[config.mk]
export PLATFORM = sky130hd
export DESIGN_NAME = neuron_mac
export DESIGN_NICKNAME = d
export VERILOG_FILES = /design/src/rtl/neuron_pkg.sv /design/src/rtl/sm_multiplier.sv /design/src/rtl/neuron_mac.sv
export SDC_FILE = /design/constraint.sdc
export NUM_CORES = 1
export LEC_CHECK = 0
export BUFFER_PORTS_ARGS = -buffer_cell sky130_fd_sc_hd__buf_2
export CAP_MARGIN = 20
export CORE_MARGIN = 2
export CORE_UTILIZATION = 35
export CTS_CLUSTER_DIAMETER = 200
export DETAILED_ROUTE_END_ITERATION = 8
export PLACE_DENSITY = 0.49
export SETUP_SLACK_MARGIN = 0.4
export SLEW_MARGIN = 20
export SYNTH_ARGS = -nofsm -noshare
export SYNTH_HDL_FRONTEND = slang
export SYNTH_SLANG_ARGS = --single-unit
[constraint.sdc]
create_clock -name clk -period 2.6 [get_ports clk]
set_input_delay 0.65 -clock clk [delete_from_list [all_inputs] [get_ports clk]]
set_output_delay 0.65 -clock clk [all_outputs]
set_load 0.02 [all_outputs]
[src/rtl/neuron_pkg.sv]
// neuron_pkg: shared definitions for the neuron_mac slice.
//   state_e    - evaluation FSM states
//   clog2()    - ceiling log2 for constant width derivations
//   acc_width()- accumulator width: 2*DW-1 product bits + clog2(N) growth + 1 guard bit
package neuron_pkg;

    typedef enum logic [1:0] {
        StIdle,
        StAccum,
        StDrain,
        StDone
    } state_e;

    function automatic int unsigned clog2(input int unsigned value);
        int unsigned result;
        int unsigned v;
        result = 0;
        if (value > 1) begin
            v = value - 1;
            while (v > 0) begin
                result = result + 1;
                v = v >> 1;
            end
        end
        return result;
    endfunction

    function automatic int unsigned acc_width(input int unsigned dw, input int unsigned n);
        return 2 * dw - 1 + clog2(n) + 1;
    endfunction

endpackage

[src/rtl/sm_multiplier.sv]
// sm_multiplier: sign-magnitude x sign-magnitude multiplier producing a signed
// two's-complement product through a LAT-stage register pipeline.
// Ports:
//   clk, rst   - clock, asynchronous active-high reset (clears all stages)
//   in_valid   - operands a/b valid this cycle
//   a, b       - DW-bit sign-magnitude operands (MSB = sign)
//   out_valid  - product valid, LAT cycles after in_valid
//   product    - (2*DW-1)-bit two's-complement product
module sm_multiplier #(
    parameter int unsigned DW  = 8,
    parameter int unsigned LAT = 1
) (
    input  logic            clk,
    input  logic            rst,
    input  logic            in_valid,
    input  logic [DW-1:0]   a,
    input  logic [DW-1:0]   b,
    output logic            out_valid,
    output logic [2*DW-2:0] product
);

    localparam int unsigned MW = 2 * DW - 2;  // magnitude product width
    localparam int unsigned PW = MW + 1;      // signed product width

    logic [DW-2:0] a_mag;
    logic [DW-2:0] b_mag;
    logic [MW-1:0] mag;
    logic          neg;
    logic [PW-1:0] prod_c;

    logic [PW-1:0] stage_q [LAT];
    logic [LAT-1:0] valid_q;

    always_comb begin
        a_mag  = a[DW-2:0];
        b_mag  = b[DW-2:0];
        mag    = MW'(a_mag) * MW'(b_mag);
        // A zero magnitude is always +0, so a -0 operand never yields a negative result.
        neg    = (a[DW-1] ^ b[DW-1]) && (mag != '0);
        prod_c = neg ? -{1'b0, mag} : {1'b0, mag};
    end

    always_ff @(posedge clk or posedge rst) begin
        if (rst) begin
            valid_q <= '0;
            for (int unsigned i = 0; i < LAT; i++) begin
                stage_q[i] <= '0;
            end
        end else begin
            valid_q[0] <= in_valid;
            stage_q[0] <= in_valid ? prod_c : '0;
            for (int unsigned i = 1; i < LAT; i++) begin
                valid_q[i] <= valid_q[i-1];
                stage_q[i] <= stage_q[i-1];
            end
        end
    end

    assign out_valid = valid_q[LAT-1];
    assign product   = stage_q[LAT-1];

endmodule

[src/rtl/neuron_mac.sv]
// neuron_mac: single-neuron multiply-accumulate with ReLU activation.
// Accepts N sign-magnitude (data, weight) pairs after a start pulse, accumulates
// their signed products, then presents the activated result with a valid/ready
// handshake.
// Ports:
//   clk, rst   - clock, asynchronous active-high reset
//   start      - begin an evaluation (only honoured in IDLE)
//   in_valid   - in_data/in_weight pair valid
//   in_data    - DW-bit sign-magnitude input
//   in_weight  - DW-bit sign-magnitude weight
//   in_ready   - pair accepted when high (ACCUM only)
//   out_valid  - result valid, held until out_ready
//   out_ready  - consumer accepts result
//   out_data   - OUT_W-bit unsigned activated result
//   busy       - high outside IDLE
// Build option: define NEURON_SAT_EN to saturate positive results to 2^OUT_W-1
// instead of truncating to the low OUT_W bits. Assumes OUT_W < ACC_W.
module neuron_mac
    import neuron_pkg::*;
#(
    parameter int unsigned N        = 4,
    parameter int unsigned DW       = 8,
    parameter int unsigned MULT_LAT = 1,
    parameter int unsigned OUT_W    = 8
) (
    input  logic             clk,
    input  logic             rst,
    input  logic             start,
    input  logic             in_valid,
    input  logic [DW-1:0]    in_data,
    input  logic [DW-1:0]    in_weight,
    output logic             in_ready,
    output logic             out_valid,
    input  logic             out_ready,
    output logic [OUT_W-1:0] out_data,
    output logic             busy
);

    localparam int unsigned ACC_W = acc_width(DW, N);
    localparam int unsigned PW    = 2 * DW - 1;
    localparam int unsigned CNT_W = (clog2(N + 1) > 0) ? clog2(N + 1) : 1;
    localparam int unsigned DRN_W = (clog2(MULT_LAT + 1) > 0) ? clog2(MULT_LAT + 1) : 1;

    state_e             state_q;
    logic [CNT_W-1:0]   beat_cnt_q;
    logic [DRN_W-1:0]   drain_cnt_q;
    logic               in_ready_q;
    logic               out_valid_q;
    logic [OUT_W-1:0]   out_data_q;
    logic               busy_q;
    logic signed [ACC_W-1:0] acc_q;

    logic               beat;
    logic               last_beat;
    logic               prod_valid;
    logic [PW-1:0]      prod;
    logic signed [ACC_W-1:0] prod_ext;
    logic [OUT_W-1:0]   act_value;

    // in_ready_q is only ever set while in ACCUM, so it qualifies the beat alone.
    assign beat      = in_valid & in_ready_q;
    assign last_beat = beat && (beat_cnt_q == CNT_W'(N - 1));

    sm_multiplier #(
        .DW  (DW),
        .LAT (MULT_LAT)
    ) u_mult (
        .clk       (clk),
        .rst       (rst),
        .in_valid  (beat),
        .a         (in_data),
        .b         (in_weight),
        .out_valid (prod_valid),
        .product   (prod)
    );

    assign prod_ext = {{(ACC_W - PW){prod[PW-1]}}, prod};

    always_ff @(posedge clk or posedge rst) begin
        if (rst) begin
            acc_q <= '0;
        end else if (state_q == StIdle && start) begin
            acc_q <= '0;
        end else if (prod_valid) begin
            acc_q <= acc_q + prod_ext;
        end
    end

    // ReLU followed by width reduction.
    always_comb begin
        act_value = '0;
        if (!acc_q[ACC_W-1]) begin
`ifdef NEURON_SAT_EN
            if (|acc_q[ACC_W-1:OUT_W]) begin
                act_value = '1;
            end else begin
                act_value = acc_q[OUT_W-1:0];
            end
`else
            act_value = acc_q[OUT_W-1:0];
`endif
        end
    end

    always_ff @(posedge clk or posedge rst) begin
        if (rst) begin
            state_q     <= StIdle;
            beat_cnt_q  <= '0;
            drain_cnt_q <= '0;
            in_ready_q  <= 1'b0;
            out_valid_q <= 1'b0;
            out_data_q  <= '0;
            busy_q      <= 1'b0;
        end else begin
            unique case (state_q)
                StIdle: begin
                    if (start) begin
                        state_q    <= StAccum;
                        beat_cnt_q <= '0;
                        in_ready_q <= 1'b1;
                        busy_q     <= 1'b1;
                    end
                end
                StAccum: begin
                    if (beat) begin
                        beat_cnt_q <= beat_cnt_q + CNT_W'(1);
                    end
                    if (last_beat) begin
                        state_q     <= StDrain;
                        in_ready_q  <= 1'b0;
                        drain_cnt_q <= '0;
                    end
                end
                StDrain: begin
                    // MULT_LAT+1 cycles: the last product lands in acc_q on the final one.
                    if (drain_cnt_q == DRN_W'(MULT_LAT)) begin
                        state_q     <= StDone;
                        out_valid_q <= 1'b1;
                        out_data_q  <= act_value;
                    end else begin
                        drain_cnt_q <= drain_cnt_q + DRN_W'(1);
                    end
                end
                StDone: begin
                    if (out_ready) begin
                        state_q     <= StIdle;
                        out_valid_q <= 1'b0;
                        out_data_q  <= '0;
                        busy_q      <= 1'b0;
                    end
                end
                default: begin
                    state_q <= StIdle;
                end
            endcase
        end
    end

    assign in_ready  = in_ready_q;
    assign out_valid = out_valid_q;
    assign out_data  = out_data_q;
    assign busy      = busy_q;

endmodule

==> results of run 1 <==
==> cells by family after synthesis <==
logic type	count (synthesis)	share of synthesized area [%]
xor gates and xnor gates	27	4.89
muxes	2	0.440
adders and majority gates	82	25.1
buffers and inverters	47	3.65
AOI/OAI and AO/OA	134	19.2
and+or+nand+nor	187	20.3
DFF	51	26.4
==> through the flow <==
step | area, um2 | TNS (ps) | instances | util (%)
after global placement | 5990 | -27360 | 813 | 44.9
after CTS | 6440 | -22740 | 827 | 48.2
after floorplan | 5000 | -23190 | 530 | -
final | 6790 | -22740 | 835 | 50.8
after global routing | 6790 | -24720 | 835 | 50.8
after detailed placement | 5990 | -28140 | 813 | 44.9
==> area by class of cell <==
type | instances | area, um2 | area share, %
Tap cell | 176 | 220 | 3.25
Clock inverter | 3 | 23.8 | 0.350
Sequential cell | 51 | 1280 | 18.8
Multi-Input combinational cell | 432 | 3970 | 58.5
Timing Repair Buffer | 129 | 1020 | 15.1
Inverter | 39 | 146 | 2.16
Clock buffer | 5 | 125 | 1.84
==> power by group <==
part	total, mW	leakage [nW]	switching [mW]	internal (mW)
registers	0.793	0.687	0	0.793
logic	2.56	2.51	1.21	1.35
clock network	0.661	0.0664	0.301	0.360
==> critical path: cells and delay by family <==
kind / cells / cell delay, ps
buffers and inverters: 7 / 560
AOI/OAI and AO/OA: 3 / 570
and+or+nand+nor: 5 / 900
adders and majority gates: 5 / 2120
==> routing by layer <==
metal	track usage, %	up-vias	part of all wire (%)
met2	31.8	59	52
li1	-	2127	-
met5	0	-	0
met3	1.22	14	2.4
met1	20.1	2000	43
met4	5.32	0	2.3
==> layout by cell type, fill, tap and decap left out, types with 5 or more instances in the layout <==
master,count
nor3_2,8
a22o_1,10
nor2_1,24
buf_4,80
o211ai_1,6
a21oi_2,5
nand3_1,8
buf_2,23
nand2_1,52
and2_1,33
a21oi_1,22
clkbuf_16,5
nor3_1,7
xnor2_1,10
fa_1,24
inv_1,36
o21ai_1,11
and3_1,5
ha_1,38
dfrtp_1,51
nand2b_1,7
xor2_1,14
and2_4,8
ha_4,18
buf_6,23
o21ai_0,22
a21o_1,8
==> state kept, by name (all words and copies together), names as in the netlist <==
name and cells:
busy 1, acc_q 18, u_mult.product 15, u_mult.out_valid 1
out_data 8, in_ready 1, beat_cnt_q 3, state_q 2
out_valid 1, drain_cnt_q 1
==> path summary, 6_finish.rpt <==
check,endpoint,slack [ps]
worst max-delay path,u_mult.product[13]$_DFF_PP0_,-2000
worst min-delay path,state_q[0]$_DFFE_PP0P_,410
worst max register to register,acc_q[17]$_DFFE_PP0P_,100
worst min register to register,acc_q[11]$_DFFE_PP0P_,490
max in group asynchronous,u_mult.product[11]$_DFF_PP0_,1620
min in group clk,acc_q[11]$_DFFE_PP0P_,490
==> timing repair <==
item | CTS | global route
hold buffers | 0 | 0
pin swaps | 49 | 44
setup endpoints to repair | 21 | 22
gates resized for setup | 54 | 58
buffers inserted | 6 | 8
==> out/results.txt, run 1 <==
clk slew on worst S/H paths -> 80 ps
RSZ-0062 raised after global routing -> yes
worst hold slack -> 411 ps
Die ar. -> 14,800 um2
critical path peak fanout -> 4
Critical Path Sink Type -> register
Inserted Clock Buffers -> 5
CTS tree -> done
DP HPWL -> 9310 um
max cap viols -> 0
CP max stage delay -> 520 ps
Via density -> 5.03
Critical Path RT -> 2770 ps
Slew @ Worst Pin -> 858 ps
Pwr per Cell Area -> 592 nW/um2
via count -> 4,200
worst slack, placed -> -2420 ps
most common flop cell mapped by yosys -> dfrtp_1
Synth cell types -> 62
crit share post-route -> 177%
initial antenna violation count -> 0
post-synth net total -> 633
number of flops mapped to enable cells by yosys -> 0
startpoint types -> input port
min Tclk post-route -> 4600 ps
CP most frequent cell -> fa_1
Buffers on Ports -> 31
I/O pin cnt -> 32
CP cell instances -> buf_6, and2_4, fa_1, inv_1, fa_1, inv_1, fa_1, inv_2, fa_1, inv_2, ha_4, or3_4, o21a_1, and2_4, o21bai_4, buf_6, nand3_4, buf_6, a211oi_4, nor3_2
syn_area_per_cell -> 9.11 um2
Synth Register Bits -> 51
fin. max-slew vios -> 0
Max Clk Rate -> 0.217 GHz
failing checks -> setup timing
Detail Route Antenna Nets -> 0
CTS Sinks -> 51
post-synthesis cell count -> 530
DR WL/cell -> 14.0 um
Final setup viols -> 13
leakage power -> 3.26 nW
Critical R2R Launch -> acc_q[2]$_DFFE_PP0P_
Reg2Reg Depth -> 9
detailed-route DRC error count -> 0
n_diodes -> 0
row cnt -> 42
synthesis warning total -> 0
outcome -> finished, violations left
setup ws final -> -2000 ps
WL final -> 11,700 um
clk_skew -> 13.7 ps
Crit path arrival time -> 4770 ps
layout cell share with drive strength beyond 1 -> 35.1%
die width -> 121 um
first-pass GRT wire length -> 20,300 um
Remaining Overflow, GRT -> 0
area fraction of the dominant cell type after synthesis -> 26.4%
Starting Density -> 36.2%
First-pass DRT Iterations -> 4
largest net degree at the start of global routing -> 28
Synth area leaders -> dfrtp_1, ha_1, fa_1
final hold vios -> 0
die height -> 121 um
CTS root buffer -> clkbuf_16
Seq/Total Area, Yosys -> 26.4%
critical setup path kind -> input port to register
DR iter-0 viols -> 123
clock buffer depth -> 2
# nets final -> 761
Async SR Flop Fraction -> 100%
Synth area leader -> dfrtp_1
RePlAce Congestion -> 0.790
Core Area -> 13,300 um2
vias in the first global route -> 4,447
Critical-path top delay cell -> fa_1
worst skew pair latency -> 300 ps
top-count cell post-synth -> ha_1
mapped cell area -> 4830 um2
commonest cells in the netlist -> ha_1, nand2_1, dfrtp_1, and2_1, inv_1
H-Tree Depth -> 2
Layout area overhead -> 40.5%
Pwr Total -> 4.01 mW
fillers -> 1,230
type of the worst min-delay path -> input port to async pin
worst setup path start -> in_data[5]
relative slew slack -> 42.6%
GRT Util Overall -> 16.8%
peak supply drop -> 0.000297 V
Power figures use the tool's default switching activity.
==> run 2: changes to the inputs <==
- RECOVER_POWER: default -> 50
==> out/results.txt, run 2 (synthesis gave the netlist of run 1 again) <==
min Tclk post-route -> 4600 ps (about the same)
max cap viols -> 0 (unchanged)
CP cell instances -> buf_6, and2_4, fa_1, inv_1, fa_1, inv_1, fa_1, inv_2, fa_1, inv_2, ha_4, or3_4, o21a_1, and2_4, o21bai_4, buf_6, nand3_4, buf_6, a211oi_4, nor3_2 (unchanged)
layout cell share with drive strength beyond 1 -> 34.7% (was 35.1%)
R2R Setup Slk -> 100 ps (about the same)
Inserted Clock Buffers -> 5 (unchanged)
Buffers on Ports -> 31 (unchanged)
RSZ-0062 raised after global routing -> yes (unchanged)
Max Clk Rate -> 0.217 GHz (about the same)
Crit path arrival time -> 4770 ps (about the same)
CP max stage delay -> 520 ps (about the same)
max reg flops -> 18 (unchanged)
Slew @ Worst Pin -> 1010 ps (was 858 ps)
CTS root buffer -> clkbuf_16 (unchanged)
critical path peak fanout -> 4 (unchanged)
startpoint types -> input port (unchanged)
DP HPWL -> 9310 um (unchanged)
fin. max-slew vios -> 0 (unchanged)
RePlAce Congestion -> 0.790 (unchanged)
clk slew on worst S/H paths -> 70 ps (was 80 ps)
via count -> 4,199 (was 4,200)
vias in the first global route -> 4,447 (unchanged)
H-Tree Depth -> 2 (unchanged)
Most flops, register -> acc_q (unchanged)
WL final -> 11,700 um (about the same)
DR iter-0 viols -> 160 (was 123)
Critical Path Sink Type -> register (unchanged)
Layout area overhead -> 40.1% (was 40.5%)
clock buffer depth -> 2 (unchanged)
Finished Layout Cells -> 835 (unchanged)
type of the worst min-delay path -> register to register (was input port to async pin)
relative slew slack -> 32.8% (was 42.6%)
Critical R2R Launch -> acc_q[2]$_DFFE_PP0P_ (unchanged)
Critical Path RT -> 2770 ps (about the same)
Pwr Total -> 4.01 mW (about the same)
critical setup path kind -> input port to register (unchanged)
clk_skew -> 13.7 ps (about the same)
Detail Route Antenna Nets -> 0 (unchanged)
WHS Path Cells -> 2
CTS Sinks -> 51 (unchanged)
Final setup viols -> 13 (unchanged)
most frequent cells in the layout -> buf_4, nand2_1, dfrtp_1, ha_1, inv_1 (unchanged)
die width -> 121 um (unchanged)
Pwr per Cell Area -> 593 nW/um2 (was 592 nW/um2)
commonest non-fill, non-tap cell in the layout -> buf_4 (unchanged)
final hold vios -> 0 (unchanged)
detailed-route DRC error count -> 0 (unchanged)
n_diodes -> 0 (unchanged)
GRT Util Overall -> 16.8% (unchanged)
Die ar. -> 14,800 um2 (unchanged)
First-pass DRT Iterations -> 4 (unchanged)
die height -> 121 um (unchanged)
Remaining Overflow, GRT -> 0 (unchanged)
crit share post-route -> 177% (about the same)
Critical-path top delay cell -> fa_1 (unchanged)
CP most frequent cell -> fa_1 (unchanged)
Core Area -> 13,300 um2 (unchanged)
Reg2Reg Capture Point -> acc_q[17]$_DFFE_PP0P_ (unchanged)
Reg2Reg Depth -> 9 (unchanged)
# nets final -> 761 (unchanged)
CTS tree -> done (unchanged)
setup ws final -> -2000 ps (about the same)
row cnt -> 42 (unchanged)
largest net degree at the start of global routing -> 28 (unchanged)
outcome -> finished, violations left (unchanged)
Via density -> 5.03 (about the same)
Layout Utilization -> 50.7% (was 50.8%)
DR WL/cell -> 14.0 um (about the same)
I/O pin cnt -> 32 (unchanged)
worst skew pair latency -> 300 ps (about the same)
leakage power -> 3.26 nW (about the same)
Worst Hold Launch -> acc_q[11]$_DFFE_PP0P_
peak supply drop -> 0.000297 V (about the same)
initial antenna violation count -> 0 (unchanged)
placed cells -> 813 (unchanged)
first-pass GRT wire length -> 20,300 um (unchanged)
failing checks -> setup timing (unchanged)
Hold Crit Endpoint -> acc_q[11]$_DFFE_PP0P_
Starting Density -> 36.2% (unchanged)
## run 2: critical path: cells and delay by family
| kind | cells | cell delay, ps |
|---|---|---|
| fa+ha+maj | 5 | 2120 |
| simple gates | 5 | 900 |
| compound gates | 3 | 570 |
| buf+inv | 7 | 560 |
## run 2: routing by layer
metal	vias up	part of all wire, %	GRT usage [%]
li1	2126	-	-
met1	2000	44	20.1
met2	59	52	31.8
met3	14	2.2	1.22
met4	0	2.3	5.32
met5	-	0	0
## run 2: timing repair
action                                  in CTS  in global routing
endpoints found under the setup margin      21                 22
pin swaps                                   49                 44
gates cloned                                 0                  0
hold buffers                                 0                  0
resized for setup                           54                 58
setup buffers                                6                  8
## run 2: layout make-up
cell class | count | area, um2
inverters | 39 | 146
repair buffers | 129 | 1010
fillers | 1232 | 6580
clock buffers | 5 | 125
flip-flops and latches | 51 | 1280
clock inverters | 3 | 23.8
well taps | 176 | 220
multi-input cells | 432 | 3970
## run 2: through the flow
stage          setup slack, ps  hold slack (ps)  cell area [um2]  TNS, ps
2_1_floorplan            -2100              455             5000   -23190
6_report                 -2000              490             6770   -22740
3_5_place_dp             -2420              481             5990   -28140
4_1_cts                  -2010              430             6440   -22740
3_3_place_gp             -2320              473             5990   -27360
5_1_grt                  -2160              507             6770   -24720
## run 2: worst max-delay path by stage
stage,startpoint,slack [ps],end,cells after the start
6_report,in_data[5],-2000,u_mult.product[13]$_DFF_PP0_,20
5_1_grt,in_data[5],-2160,u_mult.product[1]$_DFF_PP0_,18
4_1_cts,in_weight[1],-2010,u_mult.product[1]$_DFF_PP0_,19
3_5_place_dp,in_weight[1],-2420,u_mult.product[13]$_DFF_PP0_,19
3_3_place_gp,in_weight[1],-2320,u_mult.product[7]$_DFF_PP0_,20
2_1_floorplan,in_weight[1],-2100,u_mult.product[1]$_DFF_PP0_,17
## run 2: where the power goes
group | switching, mW | internal (mW)
clock network | 0.301 | 0.360
registers | 0 | 0.793
logic | 1.21 | 1.35
total | 1.51 | 2.50
==> run 3: changes to the inputs <==
- SKIP_CTS_REPAIR_TIMING: default -> 1
- clock period: 2.6 -> 5 ns (I/O delays scaled with it)
==> out/results.txt, run 3 (synthesis gave the netlist of run 1 again) <==
outcome -> finished, violations left (unchanged)
failing checks -> capacitance limit, slew limit, setup timing (was setup timing)
R2R Setup Slk -> 2150 ps (was 100 ps)
Die ar. -> 14,800 um2 (unchanged)
Pwr Total -> 1.96 mW (was 4.01 mW)
CP most frequent cell -> fa_1 (unchanged)
die width -> 121 um (unchanged)
layout cell share with drive strength beyond 1 -> 25.2% (was 34.7%)
vias in the first global route -> 3,957 (was 4,447)
Finished Layout Cells -> 807 (was 835)
CP top delay family -> adder cells (unchanged)
Crit path arrival time -> 5460 ps (was 4770 ps)
DR WL/cell -> 13.6 um (was 14.0 um)
RePlAce Congestion -> 0.818 (was 0.790)
setup ws final -> -226 ps (was -2000 ps)
max reg flops -> 18 (unchanged)
Pwr per Cell Area -> 321 nW/um2 (was 593 nW/um2)
Via density -> 5.07 (was 5.03)
final hold vios -> 0 (unchanged)
Reg2Reg Depth -> 10 (was 9)
placed cells -> 794 (was 813)
relative slew slack -> -80.3% (was 32.8%)
critical path peak fanout -> 8 (was 4)
min Tclk post-route -> 5230 ps
Crit path buffers/inverters -> 5 (was 7)
peak supply drop -> 0.000163 V (was 0.000297 V)
First-pass DRT Iterations -> 4 (unchanged)
first-pass GRT wire length -> 18,200 um (was 20,300 um)
# nets final -> 733 (was 761)
Layout area overhead -> 26.2% (was 40.1%)
type of the worst min-delay path -> register to register (unchanged)
clock buffer depth -> 2 (unchanged)
critical setup path kind -> input port to register (unchanged)
Starting Density -> 36.2% (unchanged)
Inserted Clock Buffers -> 5 (unchanged)
DP HPWL -> 8970 um (was 9310 um)
crit share post-route -> 105%
row cnt -> 42 (unchanged)
Critical Path RT -> 5230 ps (was 2770 ps)
GRT Util Overall -> 15.2% (was 16.8%)
worst skew pair latency -> 290 ps (was 300 ps)
via count -> 4,095 (was 4,199)
fin. max-slew vios -> 52 (was 0)
Reg2Reg Capture Point -> acc_q[16]$_DFFE_PP0P_ (was acc_q[17]$_DFFE_PP0P_)
CP Depth -> 18 (was 20)
initial antenna violation count -> 0 (unchanged)
Detail Route Antenna Nets -> 0 (unchanged)
startpoint types -> input port (unchanged)
max cap viols -> 1 (was 0)
Hold Crit Endpoint -> acc_q[11]$_DFFE_PP0P_ (unchanged)
Worst Hold Launch -> acc_q[11]$_DFFE_PP0P_ (unchanged)
largest net degree at the start of global routing -> 52 (was 28)
DR iter-0 viols -> 171 (was 160)
I/O pin cnt -> 32 (unchanged)
WL final -> 11,000 um (was 11,700 um)
worst slack, placed -> -564 ps (was -2420 ps)
CP max stage delay -> 530 ps (was 520 ps)
CP cell instances -> buf_6, and2_4, fa_1, inv_1, fa_1, inv_1, fa_1, inv_1, fa_1, inv_2, ha_4, or3_4, o211ai_2, nand2_2, a311oi_4, nand2_4, or4_4, nand3_2 (was buf_6, and2_4, fa_1, inv_1, fa_1, inv_1, fa_1, inv_2, fa_1, inv_2, ha_4, or3_4, o21a_1, and2_4, o21bai_4, buf_6, nand3_4, buf_6, a211oi_4, nor3_2)
Slew @ Worst Pin -> 2700 ps (was 1010 ps)
worst hold slack -> 489 ps (was 490 ps)
CTS Sinks -> 51 (unchanged)
Critical-path top delay cell -> fa_1 (unchanged)
WHS Path Cells -> 2 (unchanged)
leakage power -> 3.09 nW (was 3.26 nW)
CTS root buffer -> clkbuf_16 (unchanged)
Remaining Overflow, GRT -> 0 (unchanged)
clk_skew -> 5.65 ps (was 13.7 ps)
clk slew on worst S/H paths -> 70 ps (about the same)
Max Clk Rate -> 0.191 GHz
commonest non-fill, non-tap cell in the layout -> buf_4 (unchanged)
Buffers on Ports -> 31 (unchanged)
Most flops, register -> acc_q (unchanged)
most frequent cells in the layout -> buf_4, ha_1, nand2_1, dfrtp_1, inv_1 (was buf_4, nand2_1, dfrtp_1, ha_1, inv_1)
H-Tree Depth -> 2 (unchanged)
Critical Path Sink Type -> register (unchanged)
CTS tree -> done (unchanged)
die height -> 121 um (unchanged)
RSZ-0062 raised after global routing -> yes (unchanged)
Core Area -> 13,300 um2 (unchanged)
Critical R2R Launch -> acc_q[0]$_DFFE_PP0P_ (was acc_q[2]$_DFFE_PP0P_)
n_diodes -> 0 (unchanged)
detailed-route DRC error count -> 0 (unchanged)
Final setup viols -> 10 (was 13)
[run 3: cell types whose count changed in the layout (fill, tap and decap cells not counted), sizes merged]
cell,previous run,this run
buf,127,100
clkbuf,7,8
clkinvlp,2,1
inv,40,39
[run 3: per-stage QoR]
step,area (um2),TNS [ps],utilization [%]
finish,6100,-1270,45.7
floorplan,4860,-1590,-
global placement,5690,-4400,42.6
global route,6100,-2700,45.7
detailed placement,5690,-5160,42.6
CTS,5850,-1700,43.8
[run 3: final cells by class]
type / instances / area, um2
inverters: 39 / 146
multi-input cells: 432 / 3580
fillers: 1305 / 7250
clock inverters: 1 / 7.51
clock buffers: 7 / 153
repair buffers: 101 / 711
well taps: 176 / 220
flip-flops and latches: 51 / 1280
[run 3: metal layers]
metal	global-route usage, %	vias up	wire length, um
met4	4.60	0	121
met1	18.4	1929	4690
met3	1.50	7	316
met2	28.3	72	5830
met5	0	-	0
li1	-	2087	-
[run 3: worst max-delay path by stage]
stage | start | end | slack (ps)
finish | in_data[5] | u_mult.product[1]$_DFF_PP0_ | -230
global placement | in_weight[1] | u_mult.product[1]$_DFF_PP0_ | -510
floorplan | in_weight[1] | u_mult.product[1]$_DFF_PP0_ | -300
global route | in_data[5] | u_mult.product[1]$_DFF_PP0_ | -340
detailed placement | in_weight[1] | u_mult.product[1]$_DFF_PP0_ | -560
CTS | in_weight[1] | u_mult.product[7]$_DFF_PP0_ | -250
[run 3: report_power, final]
group | internal (mW) | switching [mW]
registers | 0.413 | 0
clock network | 0.213 | 0.144
logic | 0.617 | 0.569
[run 3: tightest hold or removal path, cell delays in order, from the launching register on]
cell,delay [ps]
dfrtp_1,350
nand2_1,50
o31ai_1,50
